## config.mk

```make
export PLATFORM = sky130hd
export DESIGN_NAME = mmu_cfg_ctrl
export DESIGN_NICKNAME = d
export VERILOG_FILES = /design/src/rtl/mmu_pkg.sv /design/src/rtl/mmu_page_xlate.sv /design/src/rtl/mmu_cfg_ctrl.sv
export SDC_FILE = /design/constraint.sdc
export NUM_CORES = 1
export LEC_CHECK = 0
export CAP_MARGIN = 5
export CORE_MARGIN = 2
export CORE_UTILIZATION = 55
export CTS_CLUSTER_DIAMETER = 80
export DETAILED_ROUTE_END_ITERATION = 8
export PLACE_DENSITY_LB_ADDON = 0.25
export SETUP_SLACK_MARGIN = 0.5
export SLEW_MARGIN = 20
export SYNTH_ARGS = -nofsm -noshare
export SYNTH_HDL_FRONTEND = slang
export SYNTH_SLANG_ARGS = --single-unit
```

## constraint.sdc

```tcl
create_clock -name clk_i -period 3.4 [get_ports clk_i]
set_input_delay 0.51 -clock clk_i [delete_from_list [all_inputs] [get_ports clk_i]]
set_output_delay 0.51 -clock clk_i [all_outputs]
set_load 0.05 [all_outputs]
```

## src/rtl/mmu_pkg.sv

```systemverilog
// Shared constants for the C128 MMU (8722) configuration controller:
// register offsets, reset values, field positions and common-RAM sizing.
package mmu_pkg;

   localparam logic [7:0] CR_OFS   = 8'h00;
   localparam logic [7:0] PCRA_OFS = 8'h01;
   localparam logic [7:0] PCRB_OFS = 8'h02;
   localparam logic [7:0] PCRC_OFS = 8'h03;
   localparam logic [7:0] PCRD_OFS = 8'h04;
   localparam logic [7:0] MCR_OFS  = 8'h05;
   localparam logic [7:0] RCR_OFS  = 8'h06;
   localparam logic [7:0] P0L_OFS  = 8'h07;
   localparam logic [7:0] P0H_OFS  = 8'h08;
   localparam logic [7:0] P1L_OFS  = 8'h09;
   localparam logic [7:0] P1H_OFS  = 8'h0A;
   localparam logic [7:0] VER_OFS  = 8'h0B;

   localparam logic [7:0]  IO_PAGE  = 8'hD5;
   localparam logic [15:0] LCR_BASE = 16'hFF00;
   localparam logic [15:0] LCR_LAST = 16'hFF04;

   localparam logic [7:0] CR_RST  = 8'h00;
   localparam logic [7:0] PCR_RST = 8'h00;
   localparam logic [7:0] MCR_RST = 8'h00;
   localparam logic [7:0] RCR_RST = 8'h00;
   localparam logic [7:0] P0L_RST = 8'h00;
   localparam logic [7:0] P0H_RST = 8'h00;
   localparam logic [7:0] P1L_RST = 8'h01;
   localparam logic [7:0] P1H_RST = 8'h00;

   localparam int CR_IO_BIT     = 0;
   localparam int CR_MS0_BIT    = 4;
   localparam int CR_MS1_BIT    = 5;
   localparam int CR_BANK_LSB   = 6;
   localparam int MCR_Z80_BIT   = 0;
   localparam int MCR_FSDIR_BIT = 3;
   localparam int MCR_C64_BIT   = 6;
   localparam int RCR_SIZE_LSB  = 0;
   localparam int RCR_BOT_BIT   = 2;
   localparam int RCR_TOP_BIT   = 3;
   localparam int RCR_VIC_LSB   = 6;

   localparam logic [15:0] COMMON_MASK_1K  = 16'h03FF;
   localparam logic [15:0] COMMON_MASK_4K  = 16'h0FFF;
   localparam logic [15:0] COMMON_MASK_8K  = 16'h1FFF;
   localparam logic [15:0] COMMON_MASK_16K = 16'h3FFF;

   function automatic logic [15:0] common_mask(input logic [1:0] size_sel);
      logic [15:0] mask;
      case (size_sel)
         2'd0:    mask = COMMON_MASK_1K;
         2'd1:    mask = COMMON_MASK_4K;
         2'd2:    mask = COMMON_MASK_8K;
         2'd3:    mask = COMMON_MASK_16K;
         default: mask = COMMON_MASK_1K;
      endcase
      return mask;
   endfunction

   // Unimplemented banks alias onto the populated ones.
   function automatic logic [1:0] bank_wrap(input logic [1:0] bank, input int unsigned banks);
      return 2'({30'd0, bank} % banks);
   endfunction

endpackage

```

## src/rtl/mmu_page_xlate.sv

```systemverilog
// Combinational page-0/page-1 relocation and common-RAM bank override
// applied to every CPU access; the VIC sees its own bank untranslated.
module mmu_page_xlate
   import mmu_pkg::*;
(
   input  logic        aec_i,
   input  logic [15:0] addr_i,
   input  logic [7:0]  p0l_i,
   input  logic [7:0]  p1l_i,
   input  logic [1:0]  common_size_i,
   input  logic        share_bot_i,
   input  logic        share_top_i,
   input  logic [1:0]  cpu_bank_i,
   input  logic [1:0]  vic_bank_i,
   output logic [7:0]  ta_o,
   output logic [1:0]  ram_bank_o
);

   logic [7:0]  page_s;
   logic [15:0] mask_s;
   logic        in_common_s;

   assign page_s = addr_i[15:8];
   assign mask_s = common_mask(common_size_i);

   // Page swap: zero page and stack trade places with their pointer pages, earlier rule wins.
   always_comb begin
      ta_o = page_s;
      if (!aec_i) begin
         ta_o = page_s;
      end else if (page_s == 8'h00) begin
         ta_o = p0l_i;
      end else if (page_s == p0l_i) begin
         ta_o = 8'h00;
      end else if (page_s == 8'h01) begin
         ta_o = p1l_i;
      end else if (page_s == p1l_i) begin
         ta_o = 8'h01;
      end else begin
         ta_o = page_s;
      end
   end

   assign in_common_s = (share_bot_i && ((addr_i & ~mask_s) == 16'h0000)) ||
                        (share_top_i && ((addr_i | mask_s) == 16'hFFFF));

   // Bank select: VIC cycles use the VIC bank, shared regions always hit bank 0.
   always_comb begin
      ram_bank_o = cpu_bank_i;
      if (!aec_i) begin
         ram_bank_o = vic_bank_i;
      end else if (in_common_s) begin
         ram_bank_o = 2'd0;
      end else begin
         ram_bank_o = cpu_bank_i;
      end
   end

endmodule

```

## src/rtl/mmu_cfg_ctrl.sv

```systemverilog
// C128 MMU register file and CPU bus decode; drives the PLA memory-select
// lines and the translated address/bank for the DRAM array.
module mmu_cfg_ctrl
   import mmu_pkg::*;
#(
   parameter logic [7:0]  VERSION   = 8'h20,
   parameter int unsigned RAM_BANKS = 2
)(
   input  logic        clk_i,
   input  logic        rst_i,
   input  logic [15:0] addr_i,
   input  logic [7:0]  din_i,
   input  logic        rw_i,
   input  logic        aec_i,
   input  logic        cpu_cyc_i,
   output logic [7:0]  dout_o,
   output logic        dout_en_o,
   output logic        ms0_o,
   output logic        ms1_o,
   output logic        ms2_o,
   output logic        ms3_o,
   output logic        z80en_o,
   output logic        fsdir_o,
   output logic [7:0]  ta_o,
   output logic [1:0]  ram_bank_o,
   output logic [1:0]  vic_bank_o
);

   logic [7:0]       cr_q, cr_d, mcr_q, mcr_d, rcr_q, rcr_d;
   logic [3:0][7:0]  pcr_q, pcr_d;
   logic [7:0]       p0l_q, p0l_d, p0h_q, p0h_d, p1l_q, p1l_d, p1h_q, p1h_d;
   logic [7:0]       p0h_stage_q, p0h_stage_d, p1h_stage_q, p1h_stage_d;

   logic       c128_s, ff_hit_s, io_hit_s, hit_s, wr_s;
   logic [7:0] ofs_s, rd_data_s;
   logic [1:0] cpu_bank_s, vic_bank_s;
   logic       unused_s;

   assign c128_s   = !mcr_q[MCR_C64_BIT];
   assign ff_hit_s = c128_s && (addr_i >= LCR_BASE) && (addr_i <= LCR_LAST);
   assign io_hit_s = c128_s && !cr_q[CR_IO_BIT] && (addr_i[15:8] == IO_PAGE);
   assign hit_s    = ff_hit_s || io_hit_s;
   assign wr_s     = cpu_cyc_i && aec_i && !rw_i;
   assign ofs_s    = addr_i[7:0];

   // Register next-state; only a committed CPU write changes anything.
   always_comb begin
      cr_d        = cr_q;
      pcr_d       = pcr_q;
      mcr_d       = mcr_q;
      rcr_d       = rcr_q;
      p0l_d       = p0l_q;
      p0h_d       = p0h_q;
      p1l_d       = p1l_q;
      p1h_d       = p1h_q;
      p0h_stage_d = p0h_stage_q;
      p1h_stage_d = p1h_stage_q;
      if (wr_s && ff_hit_s) begin
         case (addr_i[2:0])
            3'd0:    cr_d = din_i;
            3'd1:    cr_d = pcr_q[0];
            3'd2:    cr_d = pcr_q[1];
            3'd3:    cr_d = pcr_q[2];
            3'd4:    cr_d = pcr_q[3];
            default: cr_d = cr_q;
         endcase
      end else if (wr_s && io_hit_s) begin
         // High pointer bytes are staged and only take effect with the low-byte write.
         case (ofs_s)
            CR_OFS:   cr_d     = din_i;
            PCRA_OFS: pcr_d[0] = din_i;
            PCRB_OFS: pcr_d[1] = din_i;
            PCRC_OFS: pcr_d[2] = din_i;
            PCRD_OFS: pcr_d[3] = din_i;
            MCR_OFS:  mcr_d    = din_i;
            RCR_OFS:  rcr_d    = din_i;
            P0L_OFS: begin
               p0l_d = din_i;
               p0h_d = p0h_stage_q;
            end
            P0H_OFS:  p0h_stage_d = din_i;
            P1L_OFS: begin
               p1l_d = din_i;
               p1h_d = p1h_stage_q;
            end
            P1H_OFS:  p1h_stage_d = din_i;
            default:  cr_d = cr_q;
         endcase
      end else begin
         cr_d = cr_q;
      end
   end

   // Register file state.
   always_ff @(posedge clk_i or posedge rst_i) begin
      if (rst_i) begin
         cr_q        <= CR_RST;
         pcr_q       <= {4{PCR_RST}};
         mcr_q       <= MCR_RST;
         rcr_q       <= RCR_RST;
         p0l_q       <= P0L_RST;
         p0h_q       <= P0H_RST;
         p1l_q       <= P1L_RST;
         p1h_q       <= P1H_RST;
         p0h_stage_q <= P0H_RST;
         p1h_stage_q <= P1H_RST;
      end else begin
         cr_q        <= cr_d;
         pcr_q       <= pcr_d;
         mcr_q       <= mcr_d;
         rcr_q       <= rcr_d;
         p0l_q       <= p0l_d;
         p0h_q       <= p0h_d;
         p1l_q       <= p1l_d;
         p1h_q       <= p1h_d;
         p0h_stage_q <= p0h_stage_d;
         p1h_stage_q <= p1h_stage_d;
      end
   end

   // Read mux; unimplemented MCR/RCR bits and unused $D5xx slots read as ones.
   always_comb begin
      rd_data_s = 8'h00;
      if (ff_hit_s) begin
         case (addr_i[2:0])
            3'd0:    rd_data_s = cr_q;
            3'd1:    rd_data_s = pcr_q[0];
            3'd2:    rd_data_s = pcr_q[1];
            3'd3:    rd_data_s = pcr_q[2];
            3'd4:    rd_data_s = pcr_q[3];
            default: rd_data_s = 8'hFF;
         endcase
      end else if (io_hit_s) begin
         case (ofs_s)
            CR_OFS:   rd_data_s = cr_q;
            PCRA_OFS: rd_data_s = pcr_q[0];
            PCRB_OFS: rd_data_s = pcr_q[1];
            PCRC_OFS: rd_data_s = pcr_q[2];
            PCRD_OFS: rd_data_s = pcr_q[3];
            MCR_OFS:  rd_data_s = {mcr_q[7:6], 2'b11, mcr_q[3:0]};
            RCR_OFS:  rd_data_s = {rcr_q[7:6], 2'b11, rcr_q[3:0]};
            P0L_OFS:  rd_data_s = p0l_q;
            P0H_OFS:  rd_data_s = p0h_stage_q;
            P1L_OFS:  rd_data_s = p1l_q;
            P1H_OFS:  rd_data_s = p1h_stage_q;
            VER_OFS:  rd_data_s = VERSION;
            default:  rd_data_s = 8'hFF;
         endcase
      end else begin
         rd_data_s = 8'h00;
      end
   end

   assign dout_o    = rd_data_s;
   assign dout_en_o = aec_i && rw_i && hit_s && cpu_cyc_i;

   assign ms2_o   = cr_q[CR_IO_BIT];
   assign ms0_o   = cr_q[CR_MS0_BIT];
   assign ms1_o   = cr_q[CR_MS1_BIT];
   assign ms3_o   = !mcr_q[MCR_C64_BIT];
   assign z80en_o = !mcr_q[MCR_Z80_BIT];
   assign fsdir_o = mcr_q[MCR_FSDIR_BIT];

   assign cpu_bank_s = bank_wrap(cr_q[CR_BANK_LSB +: 2], RAM_BANKS);
   assign vic_bank_s = bank_wrap(rcr_q[RCR_VIC_LSB +: 2], RAM_BANKS);
   assign vic_bank_o = vic_bank_s;

   // Committed pointer high bytes and the read-as-one bits have no consumer in this model.
   assign unused_s = ^{p0h_q, p1h_q, mcr_q[5:4], rcr_q[5:4]};

   mmu_page_xlate u_xlate (
      .aec_i         (aec_i),
      .addr_i        (addr_i),
      .p0l_i         (p0l_q),
      .p1l_i         (p1l_q),
      .common_size_i (rcr_q[RCR_SIZE_LSB +: 2]),
      .share_bot_i   (rcr_q[RCR_BOT_BIT]),
      .share_top_i   (rcr_q[RCR_TOP_BIT]),
      .cpu_bank_i    (cpu_bank_s),
      .vic_bank_i    (vic_bank_s),
      .ta_o          (ta_o),
      .ram_bank_o    (ram_bank_o)
   );

endmodule

```

==> flow_metrics.tcl <==
set metrics [dict create \
    wl_um 15500 \
    wl_per_cell_um 23.2 \
    postPlaceCellArea_mm2 0.00611 \
    status "finished clean" \
    htreeDepth 3 \
    fp.coreArea_mm2 0.00924 \
    start_util_pct 56.5 \
    comb_power_share_pct 14.8 \
    fp.dieW_um 101 \
    critPathRequiredTime_ns 2.89 \
    die_y_um 101 \
    synth-edff-count 0 \
    grt_pass1_wl_um 24500 \
    criticalPathCategory "input port to output port" \
    diodes 0 \
    powerDensity_mw_per_mm2 305 \
    dp_hpwl_um 11300 \
    ir_drop_mv 0.175 \
    io_pins 56 \
    yosys.area.top_type "dfrtp_1" \
    final.fill_count 683 \
    rsz0062_at_grt "no" \
    hold_ws_ns 0.458 \
    cts_hold_buf 0 \
    p_clk_share_pct 34.6 \
    ys_warn_count 0 \
    grt-ovfl-total 0 \
    yosysSeqAreaShare_pct 40.3 \
    grt_max_degree 31 \
    setup_tns_ns 0 \
    worstSetupStartpointType "input port" \
    drive_gt1_share_pct 41.7 \
    io_buffers 53 \
    path_clk_slew_ns 0.09 \
    maxCapViolCount 0 \
    p_int_w 0.00140 \
    dr_total_vias 4460 \
    grt_pass1_vias 4472 \
    synth_top_area_share_pct 39.8 \
    postSynthCellCount 469 \
    drv_slew 0 \
    synth_area_leaders "dfrtp_1 40%, mux2_2 20%, mux2i_1 3.1%" \
    cts-root-buf "clkbuf_8" \
    ys_ff_latch 84 \
    place.gp.congestion 0.996 \
    antenna_found_initial 0 \
    p_sw_share_pct 29.1 \
    drt_iter0_drc 417 \
    finalSetupViolCount 0 \
    dr.pass1.iters 5 \
    skew_ns 0.0223 \
    ys_async_sr_fraction_pct 100 \
    p_switching_w 0.000574 \
    cp-end-kind "output port" \
    synth_area_mm2 0.00523 \
    cts_tree "built" \
    fin_nets 566 \
    rows 35 \
    viasPerCell 6.65 \
    drc 0 \
    hold_viol 0 \
    insertion_delay_ns 0.37 \
    min_period_ns 2.85 \
    p_seq_share_pct 50.6 \
    min_path_type "input port to async pin" \
    finalInstanceArea_mm2 0.00646 \
    max_freq_ghz 0.351 \
    cp_max_fo 22 \
    synth.distinct_cells 63 \
    synth_flop_cell "dfrtp_1" \
    relSlewSlack_pct 56.9 \
    p_leak_nw 2.95 \
    cts_made_buffers 9 \
    clock-sinks 84 \
    areaGrowthSynthToFinish_pct 23.6 \
    final_antenna_net_count 0 \
    grtUsageTotal_pct 31.7 \
    tightest_slew_ns 0.642 \
    clk_path_buf_depth 2 \
    timing.final.crit_share_pct 83.8 \
    synth_area_per_cell_um2 11.1 \
    fp.dieArea_mm2 0.0103 \
    crit_arrival_ns 2.34 \
]
flip-flops by register name (all words and copies together), names as in the netlist:
register     cells
pcr_q           32
cr_q             8
p0h_stage_q      8
p0l_q            8
p1h_stage_q      8
p1l_q            8
mcr_q            6
rcr_q            6
worst paths after layout:
path,start,end,slack [ns],cells past startpoint
min in group clk_i,pcr_q[15]$_DFFE_PP0P_,pcr_q[15]$_DFFE_PP0P_,0.51,1
max in group asynchronous,rst_i,p1l_q[0]$_DFFE_PP1P_,2.18,3
min reg2reg,pcr_q[15]$_DFFE_PP0P_,pcr_q[15]$_DFFE_PP0P_,0.51,1
max,addr_i[0],dout_o[1],0.55,7
max reg2reg,cr_q[0]$_DFFE_PP0P_,pcr_q[12]$_DFFE_PP0P_,0.98,5
min,rst_i,p0h_stage_q[7]$_DFFE_PP0P_,0.46,2
synth_stat cells (3+ instances only):
cell type and number:
inv_1 8, nand2_1 16, buf_4 3, a31oi_1 10, mux2_2 94, nand2b_1 7, o211ai_1 4, buf_2 14
mux2i_1 16, dfrtp_1 83, nor2_1 12, or3_1 3, nand3_1 8, a22o_1 14, nor2b_1 11, nor2_8 3
nand4_1 6, a211oi_1 13, a21oi_1 13, nor4_4 3, a2111oi_0 3, o22ai_1 18, buf_1 3, mux4_2 3
o21ai_0 10, xor2_1 8, xnor2_1 8, nor3_1 3, clkbuf_1 17, a22oi_1 12
worst max-delay path: stages:
cell and delay, ns:
buf_4 0.30, mux2i_1 0.39, o32ai_1 0.14, a311o_1 0.28
a211oi_1 0.30, o22ai_1 0.20, buf_12 0.19
metal layers:
| metal | GRT usage (%) | part of all wire [%] |
|---|---|---|
| met1 | 43.5 | 41 |
| met2 | 48.7 | 46 |
| met3 | 6.35 | 8.9 |
| met4 | 14.6 | 4.5 |
| met5 | 0 | 0 |
metrics by stage:
| stage | instances | utilization [%] | power [W] | setup slack, ns |
|---|---|---|---|---|
| after floorplan | 470 | - | 0.00118 | 0.412 |
| after global placement | 652 | 66.1 | 0.00129 | 0.139 |
| after detailed placement | 652 | 66.1 | 0.00129 | 0.117 |
| after CTS | 671 | 69.8 | 0.00197 | 0.513 |
| after global routing | 671 | 69.9 | 0.00203 | 0.502 |
| final | 671 | 69.9 | 0.00197 | 0.551 |
cell type report:
cell class	instances	area (µm²)	area share (%)
multi-input cells	340	3070	47.5
clock inverters	6	46.3	0.717
well taps	129	161	2.50
inverters	9	35.0	0.542
flip-flops and latches	84	2100	32.6
clock buffers	10	138	2.13
repair buffers	93	905	14.0
placed cells by master, fill, tap and decap left out, types with 6 or more instances in the layout:
cell type        instances
a211oi_1                11
nor2_1                  12
a22o_1                  14
nand4_1                  6
nand2b_1                 7
inv_1                    7
mux2_2                  94
clkbuf_8                10
xnor2_1                  8
buf_12                   9
a22oi_1                 11
dfrtp_1                 83
nand2_1                 16
buf_6                    7
buf_4                   42
mux2i_1                 16
a31oi_1                 10
o22ai_1                 13
clkdlybuf4s50_1         19
xor2_1                   8
nand3_1                  7
o21ai_0                 10
clkbuf_2                 8
nor2b_2                  6
a21oi_1                 13
power groups by stage:
stage | sequential (W) | clock, W | combinational [W]
2_1_floorplan | 0.00102 | 0 | 0.000159
6_report | 0.000998 | 0.000682 | 0.000291
4_1_cts | 0.000998 | 0.000688 | 0.000284
3_3_place_gp | 0.00102 | 0 | 0.000270
5_1_grt | 0.000998 | 0.000722 | 0.000307
3_5_place_dp | 0.00102 | 0 | 0.000272
logic make-up after synthesis:
group,Yosys count,synth area share [%]
other,1,0.0718
AND/OR/NAND/NOR,90,12.1
multiplexers,115,25.0
buffers and inverters,46,3.86
AO/OA/AOI/OAI,117,15.9
flip-flops,84,40.3
XOR/XNOR,16,2.68
timing repair:
item,4_1_cts,5_1_grt
resized for setup,48,25
cloned,1,0
buffers inserted,2,0
endpoints found under the hold margin,0,0
setup endpoints to repair,17,17
pin swaps,12,10
No activity file was read; power rests on OpenSTA's default activity.
